===== src/rtl/uart_rx_if.sv =====
// uart_rx_if -- receive-side byte stream of the UART receiver.
//
// Handshake: a byte transfers on a rising clock edge where valid_o=1 and
// ready_i=1. Once valid_o rises, data_o is held stable and valid_o stays
// high until that transfer edge. ready_i has no effect while valid_o=0.
//
// Signals:
//   data_o      received byte, meaningful while valid_o=1
//   valid_o     byte available
//   ready_i     consumer accepts the byte
//   frame_err_o one-cycle pulse: stop bit sampled low, byte discarded
//   overrun_o   one-cycle pulse: completed byte dropped, holding register full
//   dbg_state   receiver FSM state (IDLE=0, START=1, DATA=2, STOP=3)
interface uart_rx_if;
  logic [7:0] data_o;
  logic       valid_o;
  logic       ready_i;
  logic       frame_err_o;
  logic       overrun_o;
  logic [1:0] dbg_state;

  modport master (
    output data_o, valid_o, frame_err_o, overrun_o, dbg_state,
    input  ready_i
  );

  modport slave (
    input  data_o, valid_o, frame_err_o, overrun_o, dbg_state,
    output ready_i
  );
endinterface


===== src/rtl/uart_rx.sv =====
// uart_rx -- 8N1 UART receiver with a one-byte holding register.
//
// Ports:
//   clk_i  single clock, all state on its rising edge
//   rst_i  asynchronous active-high reset
//   rx_i   asynchronous serial line, idle high, LSB first
//   bus    uart_rx_if.master: data_o/valid_o/ready_i stream plus the
//          frame_err_o and overrun_o pulses and the FSM debug state
//
// The line is synchronized with two flops; a falling edge of the
// synchronized line starts a frame. The start bit is re-checked half a bit
// later, then each data bit and the stop bit are sampled one full bit apart.
// The FSM leaves STOP at the stop-bit midpoint so back-to-back frames are
// caught.
module uart_rx #(
  parameter int CLK_FREQ_HZ = 25000000,
  parameter int BAUD        = 115200
) (
  input  logic      clk_i,
  input  logic      rst_i,
  input  logic      rx_i,
  uart_rx_if.master bus
);

  localparam int CLKS_PER_BIT = CLK_FREQ_HZ / BAUD;
  localparam int HALF_BIT     = CLKS_PER_BIT / 2;
  localparam int CW           = (CLKS_PER_BIT > 1) ? $clog2(CLKS_PER_BIT) : 1;

  // Counter is loaded with N-1 and expires when it reaches zero, so a load
  // of N-1 places the next sample exactly N cycles later.
  localparam logic [CW-1:0] FULL_LOAD = CW'(CLKS_PER_BIT - 1);
  localparam logic [CW-1:0] HALF_LOAD = CW'(HALF_BIT - 1);

  generate
    if (CLKS_PER_BIT < 4) begin : g_bad_baud
      $error("uart_rx: CLK_FREQ_HZ/BAUD must be at least 4");
    end
  endgenerate

  typedef enum logic [1:0] {
    IDLE  = 2'd0,
    START = 2'd1,
    DATA  = 2'd2,
    STOP  = 2'd3
  } state_t;

  // Synchronizer and edge detector; all reset high so a quiet line after
  // reset never looks like an edge.
  logic r_sync1;
  logic r_rx_s;
  logic r_rx_prev;

  always_ff @(posedge clk_i or posedge rst_i) begin
    if (rst_i) begin
      r_sync1   <= 1'b1;
      r_rx_s    <= 1'b1;
      r_rx_prev <= 1'b1;
    end else begin
      r_sync1   <= rx_i;
      r_rx_s    <= r_sync1;
      r_rx_prev <= r_rx_s;
    end
  end

  logic w_fall;
  logic w_expired;

  state_t          r_state;
  logic [CW-1:0]   r_cnt;
  logic [2:0]      r_idx;
  logic [7:0]      r_shift;
  logic [7:0]      r_data;
  logic            r_valid;
  logic            r_frame_err;
  logic            r_overrun;

  assign w_fall    = r_rx_prev & ~r_rx_s;
  assign w_expired = (r_cnt == '0);

  always_ff @(posedge clk_i or posedge rst_i) begin
    if (rst_i) begin
      r_state     <= IDLE;
      r_cnt       <= '0;
      r_idx       <= 3'd0;
      r_shift     <= 8'h00;
      r_data      <= 8'h00;
      r_valid     <= 1'b0;
      r_frame_err <= 1'b0;
      r_overrun   <= 1'b0;
    end else begin
      r_frame_err <= 1'b0;
      r_overrun   <= 1'b0;

      // Consumer takes the held byte; a byte loading in STOP below
      // overrides this clear in the same cycle.
      if (r_valid && bus.ready_i) begin
        r_valid <= 1'b0;
      end

      case (r_state)
        IDLE: begin
          if (w_fall) begin
            r_state <= START;
            r_cnt   <= HALF_LOAD;
          end
        end

        START: begin
          if (w_expired) begin
            if (r_rx_s) begin
              // Line went back high before mid-start-bit: a glitch.
              r_state <= IDLE;
            end else begin
              r_state <= DATA;
              r_cnt   <= FULL_LOAD;
              r_idx   <= 3'd0;
            end
          end else begin
            r_cnt <= r_cnt - 1'b1;
          end
        end

        DATA: begin
          if (w_expired) begin
            r_shift[r_idx] <= r_rx_s;
            r_cnt          <= FULL_LOAD;
            r_idx          <= r_idx + 3'd1;
            if (r_idx == 3'd7) begin
              r_state <= STOP;
            end
          end else begin
            r_cnt <= r_cnt - 1'b1;
          end
        end

        STOP: begin
          if (w_expired) begin
            r_state <= IDLE;
            if (!r_rx_s) begin
              r_frame_err <= 1'b1;
            end else if (!r_valid || bus.ready_i) begin
              r_data  <= r_shift;
              r_valid <= 1'b1;
            end else begin
              r_overrun <= 1'b1;
            end
          end else begin
            r_cnt <= r_cnt - 1'b1;
          end
        end

        default: r_state <= IDLE;
      endcase
    end
  end

  assign bus.data_o      = r_data;
  assign bus.valid_o     = r_valid;
  assign bus.frame_err_o = r_frame_err;
  assign bus.overrun_o   = r_overrun;
  assign bus.dbg_state   = r_state;

endmodule


===== src/flat_wrapper.sv =====
// flat-port wrapper written by rule: the top's interface ports become plain ports
module uart_rx_flat 
#(
  parameter int CLK_FREQ_HZ = 25000000,
  parameter int BAUD        = 115200
)
  (clk_i, rst_i, rx_i, bus_data_o, bus_valid_o, bus_frame_err_o, bus_overrun_o, bus_dbg_state, bus_ready_i);
  uart_rx_if bus_i ();
  input  logic clk_i;
  input  logic rst_i;
  input  logic rx_i;
  output wire logic [$bits(bus_i.data_o)-1:0] bus_data_o;
  output wire logic [$bits(bus_i.valid_o)-1:0] bus_valid_o;
  output wire logic [$bits(bus_i.frame_err_o)-1:0] bus_frame_err_o;
  output wire logic [$bits(bus_i.overrun_o)-1:0] bus_overrun_o;
  output wire logic [$bits(bus_i.dbg_state)-1:0] bus_dbg_state;
  input wire logic [$bits(bus_i.ready_i)-1:0] bus_ready_i;
  assign bus_data_o = bus_i.data_o;
  assign bus_valid_o = bus_i.valid_o;
  assign bus_frame_err_o = bus_i.frame_err_o;
  assign bus_overrun_o = bus_i.overrun_o;
  assign bus_dbg_state = bus_i.dbg_state;
  assign bus_i.ready_i = bus_ready_i;
  uart_rx #(.CLK_FREQ_HZ(CLK_FREQ_HZ), .BAUD(BAUD)) u_core (.clk_i(clk_i), .rst_i(rst_i), .rx_i(rx_i), .bus(bus_i));
endmodule

===== config.mk =====
export PLATFORM = sky130hd
export DESIGN_NAME = uart_rx_flat
export DESIGN_NICKNAME = d
export VERILOG_FILES = /design/src/rtl/uart_rx_if.sv /design/src/rtl/uart_rx.sv /design/src/flat_wrapper.sv
export SDC_FILE = /design/constraint.sdc
export NUM_CORES = 1
export LEC_CHECK = 0
export ABC_AREA = 0
export BUFFER_PORTS_ARGS = -buffer_cell sky130_fd_sc_hd__clkbuf_2
export CAP_MARGIN = 10
export CORE_ASPECT_RATIO = 1.4
export CORE_MARGIN = 8
export CORE_UTILIZATION = 49
export CTS_BUF_LIST = sky130_fd_sc_hd__clkbuf_4 sky130_fd_sc_hd__clkbuf_8
export DETAILED_ROUTE_END_ITERATION = 16
export PLACE_DENSITY = 0.68
export RECOVER_POWER = 100
export SYNTH_ARGS = -nofsm -noshare
export SYNTH_HDL_FRONTEND = slang
export SYNTH_SLANG_ARGS = --single-unit

===== constraint.sdc =====
create_clock -name clk_i -period 5 [get_ports clk_i]
set_input_delay 0 -clock clk_i [delete_from_list [all_inputs] [get_ports clk_i]]
set_output_delay 0 -clock clk_i [all_outputs]
set_load 0.05 [all_outputs]

==> flow_metrics.tcl <==
set metrics [dict create \
    synthCells 167 \
    vias 1395 \
    start_util 0.5042 \
    finalInstanceArea_mm2 0.001992 \
    finClkSkew_ps 7.039 \
    grt_busiest_layer "met2" \
    drt_iter0_drc 77 \
    layout.cells.non_filler 229 \
    num_rows 26 \
    synthFlopType "dfrtp_1" \
    rsz0062_at_grt "no" \
    max-clock-path-buffers 2 \
    clk_pin_slew_ps 70 \
    synth_fa_ha_area_frac 0.04854 \
    root_buffer "clkbuf_8" \
    grt_pass1_vias 1436 \
    synth_mux_area_frac 0.1158 \
    start_kind "register" \
    wl_per_cell_um 17.64 \
    slew_headroom 0.2015 \
    dieHeight_um 87.80 \
    synth_top_family_by_area "simple AND/OR/NAND/NOR gates" \
    n_antenna_cell 0 \
    p_leak_nw 0.8999 \
    post_cts_buffers 0 \
    maxCapViolCount 0 \
    synth-xor-area-share 0 \
    p_per_area_mw_per_mm2 527.4 \
    gr-usage-met3 0.04609 \
    antenna_found_initial 0 \
    nets 197 \
    async_reset_ff_frac 1.000 \
    setup_violations 0 \
    synth_simple_gate_area_share 0.1533 \
    placed_cells 218 \
    synth-seq-cells 35 \
    final_core_util 0.5566 \
    die_area_mm2 0.005908 \
    postRouteWirelength_um 4039 \
    critPathArrivalTime_ps 3590 \
    reg2reg_to "u_core.bus.data_o[2]$_DFFE_PP0P_" \
    vdd_ir_drop_max_v 0.0003187 \
    vias_per_cell 6.092 \
    htreeDepth 2 \
    cp-end-kind "register" \
    holdWs_ps 288.1 \
    coreArea_mm2 0.003578 \
    syn_area_per_cell_um2 10.80 \
    hold_violations 0 \
    cp_max_fo 13 \
    crit_type "register to register" \
    place_area_mm2 0.001904 \
    tightest_slew_ps 1195 \
    gp_congestion 0.8720 \
    cts_tree "yes" \
    rrSetupSlack_ps 1590 \
    synth_area_mm2 0.001804 \
    finalWorstSetupSlack_ps 1589 \
    grt_remaining_overflow 0 \
    syn-num-nets 178 \
    cts_sinks 35 \
    cp.required_ps 5180 \
    hp-class "input pin to asynchronous set/reset pin" \
    finalPower_mw 1.050 \
    synth_cell_types 44 \
    ant_nets 0 \
    outcome "finished clean" \
    reg2regPathDepth 6 \
    pin_count 17 \
    seq_area_frac_synth 0.4875 \
    finalCritPeriodShare 0.6822 \
    grt_start_max_net_pins 24 \
    cts_made_buffers 5 \
    fin_setup_tns_ps 0 \
    finalCriticalPeriod_ps 3411 \
    track_usage 0.1518 \
    yosysWarningCount 0 \
    io_buffers 16 \
    dp_hpwl_um 2987 \
    drc 0 \
    synth_edf_count 0 \
    dieWidth_um 67.29 \
    r2r_start "u_core.r_cnt[0]$_DFFE_PP0P_" \
    use_met2 0.2661 \
    grt_pass1_wl_um 6817 \
    post-place-ws_ps 2244 \
    synthToLayoutAreaGrowth_pct 10.40 \
    met1_usage 0.1504 \
    finalMaxSlewViolations 0 \
    drive_gt1_frac 0.1658 \
    firstDrtPassIters 4 \
    fmax_mhz 293.2 \
    clk_latency_ps 290 \
    synth_compound_area_frac 0.1477 \
]
==> flip-flops by register name (all words and copies together), names as in the netlist, named ones only <==
| name | count |
|---|---|
| u_core.r_sync1 | 1 |
| u_core.r_rx_s | 1 |
| u_core.r_idx | 3 |
| u_core.bus.frame_err_o | 1 |
| u_core.bus.overrun_o | 1 |
| u_core.bus.data_o | 8 |
| u_core.r_shift | 8 |
| u_core.bus.dbg_state | 1 |
| u_core.r_rx_prev | 1 |
| u_core.bus.valid_o | 1 |
| u_core.r_cnt | 8 |
==> power breakdown <==
group          internal, mW  total [mW]  leakage, nW  switching [mW]
registers             0.326       0.380        0.463          0.0540
logic                 0.179       0.454        0.385           0.275
clock network         0.116       0.216       0.0517          0.0994
total                 0.622        1.05        0.900           0.429
==> placed cells by master, fill, tap and decap left out, types with 2 or more instances in the layout <==
cell type      netlist  routed
o21ai_0             11      11
a31oi_1              3       3
dfstp_2              3       2
o211ai_1             2       2
mux2i_1              4       4
nor4_1               1       2
dfrtp_1             32      32
nand4_1              2       2
mux2_2              15      15
nor2_1               8       8
clkbuf_1             5      14
or2_2                2       2
a21boi_0             2       2
nand2b_1             3       3
o22ai_1              2       2
clkbuf_2             0       3
o41ai_1              3       3
clkbuf_8             0       6
or3_1                6       6
o31ai_1              2       2
nand2_1              8       8
ha_1                 7       7
nor3_1               7       7
inv_1               12      12
nand3_1              3       3
a21oi_1              2       2
dlygate4sd3_1        0       3
a22o_1               2       2
==> worst max path at each step <==
stage	cells after the start	slack [ps]	endpoint	from
floorplan	9	2590	u_core.r_shift[6]$_DFFE_PP0P_	u_core.r_cnt[0]$_DFFE_PP0P_
global placement	6	2330	u_core.bus.data_o[2]$_DFFE_PP0P_	u_core.r_cnt[0]$_DFFE_PP0P_
detailed placement	6	2240	u_core.bus.data_o[2]$_DFFE_PP0P_	u_core.r_cnt[0]$_DFFE_PP0P_
CTS	6	2240	u_core.bus.data_o[7]$_DFFE_PP0P_	u_core.r_cnt[0]$_DFFE_PP0P_
global route	6	1400	u_core.bus.data_o[2]$_DFFE_PP0P_	u_core.r_cnt[0]$_DFFE_PP0P_
finish	6	1590	u_core.bus.data_o[2]$_DFFE_PP0P_	u_core.r_cnt[0]$_DFFE_PP0P_
==> critical path, stage by stage (launching register included) <==
cell,delay (ps)
dfrtp_1,420
inv_1,80
ha_1,220
or4b_1,620
or2_0,500
nor3b_1,1050
mux2_2,430
==> area by class of cell <==
type | count | area, µm²
fill | 328 | 1587
tap | 42 | 52.55
multi-input combinational | 112 | 822.0
timing repair buffer | 20 | 97.59
sequential | 35 | 879.6
inverter | 12 | 45.04
clock inverter | 1 | 5.005
clock buffer | 7 | 90.09
==> layer usage <==
metal	wire, µm	vias up
met3	179	18
met5	0	-
met4	166	0
met1	1546	687
met2	2147	39
li1	-	651
==> kinds of logic after synthesis <==
family          count (synthesis)
compound gates                 38
flops                          35
fa+ha+maj                       7
buf+inv                        20
simple gates                   48
mux                            19
==> cells in the mapped netlist (all sizes together), types with 4 or more instances <==
cell	number	area [µm²]
nor3	7	35.03
mux2i	4	40.04
ha	7	87.58
inv	12	45.04
or3	6	37.54
clkbuf	5	18.77
o21ai	11	55.05
nand2	8	30.03
nor2	8	30.03
dfrtp	32	800.8
mux2	15	168.9
==> what timing repair did <==
| action | 4_1_cts | 5_1_grt |
|---|---|---|
| resized for setup | 0 | 0 |
| hold buffers | 3 | 0 |
| endpoints found under the hold margin | 14 | 0 |
Note: power is estimated with default switching activity, not from simulation.
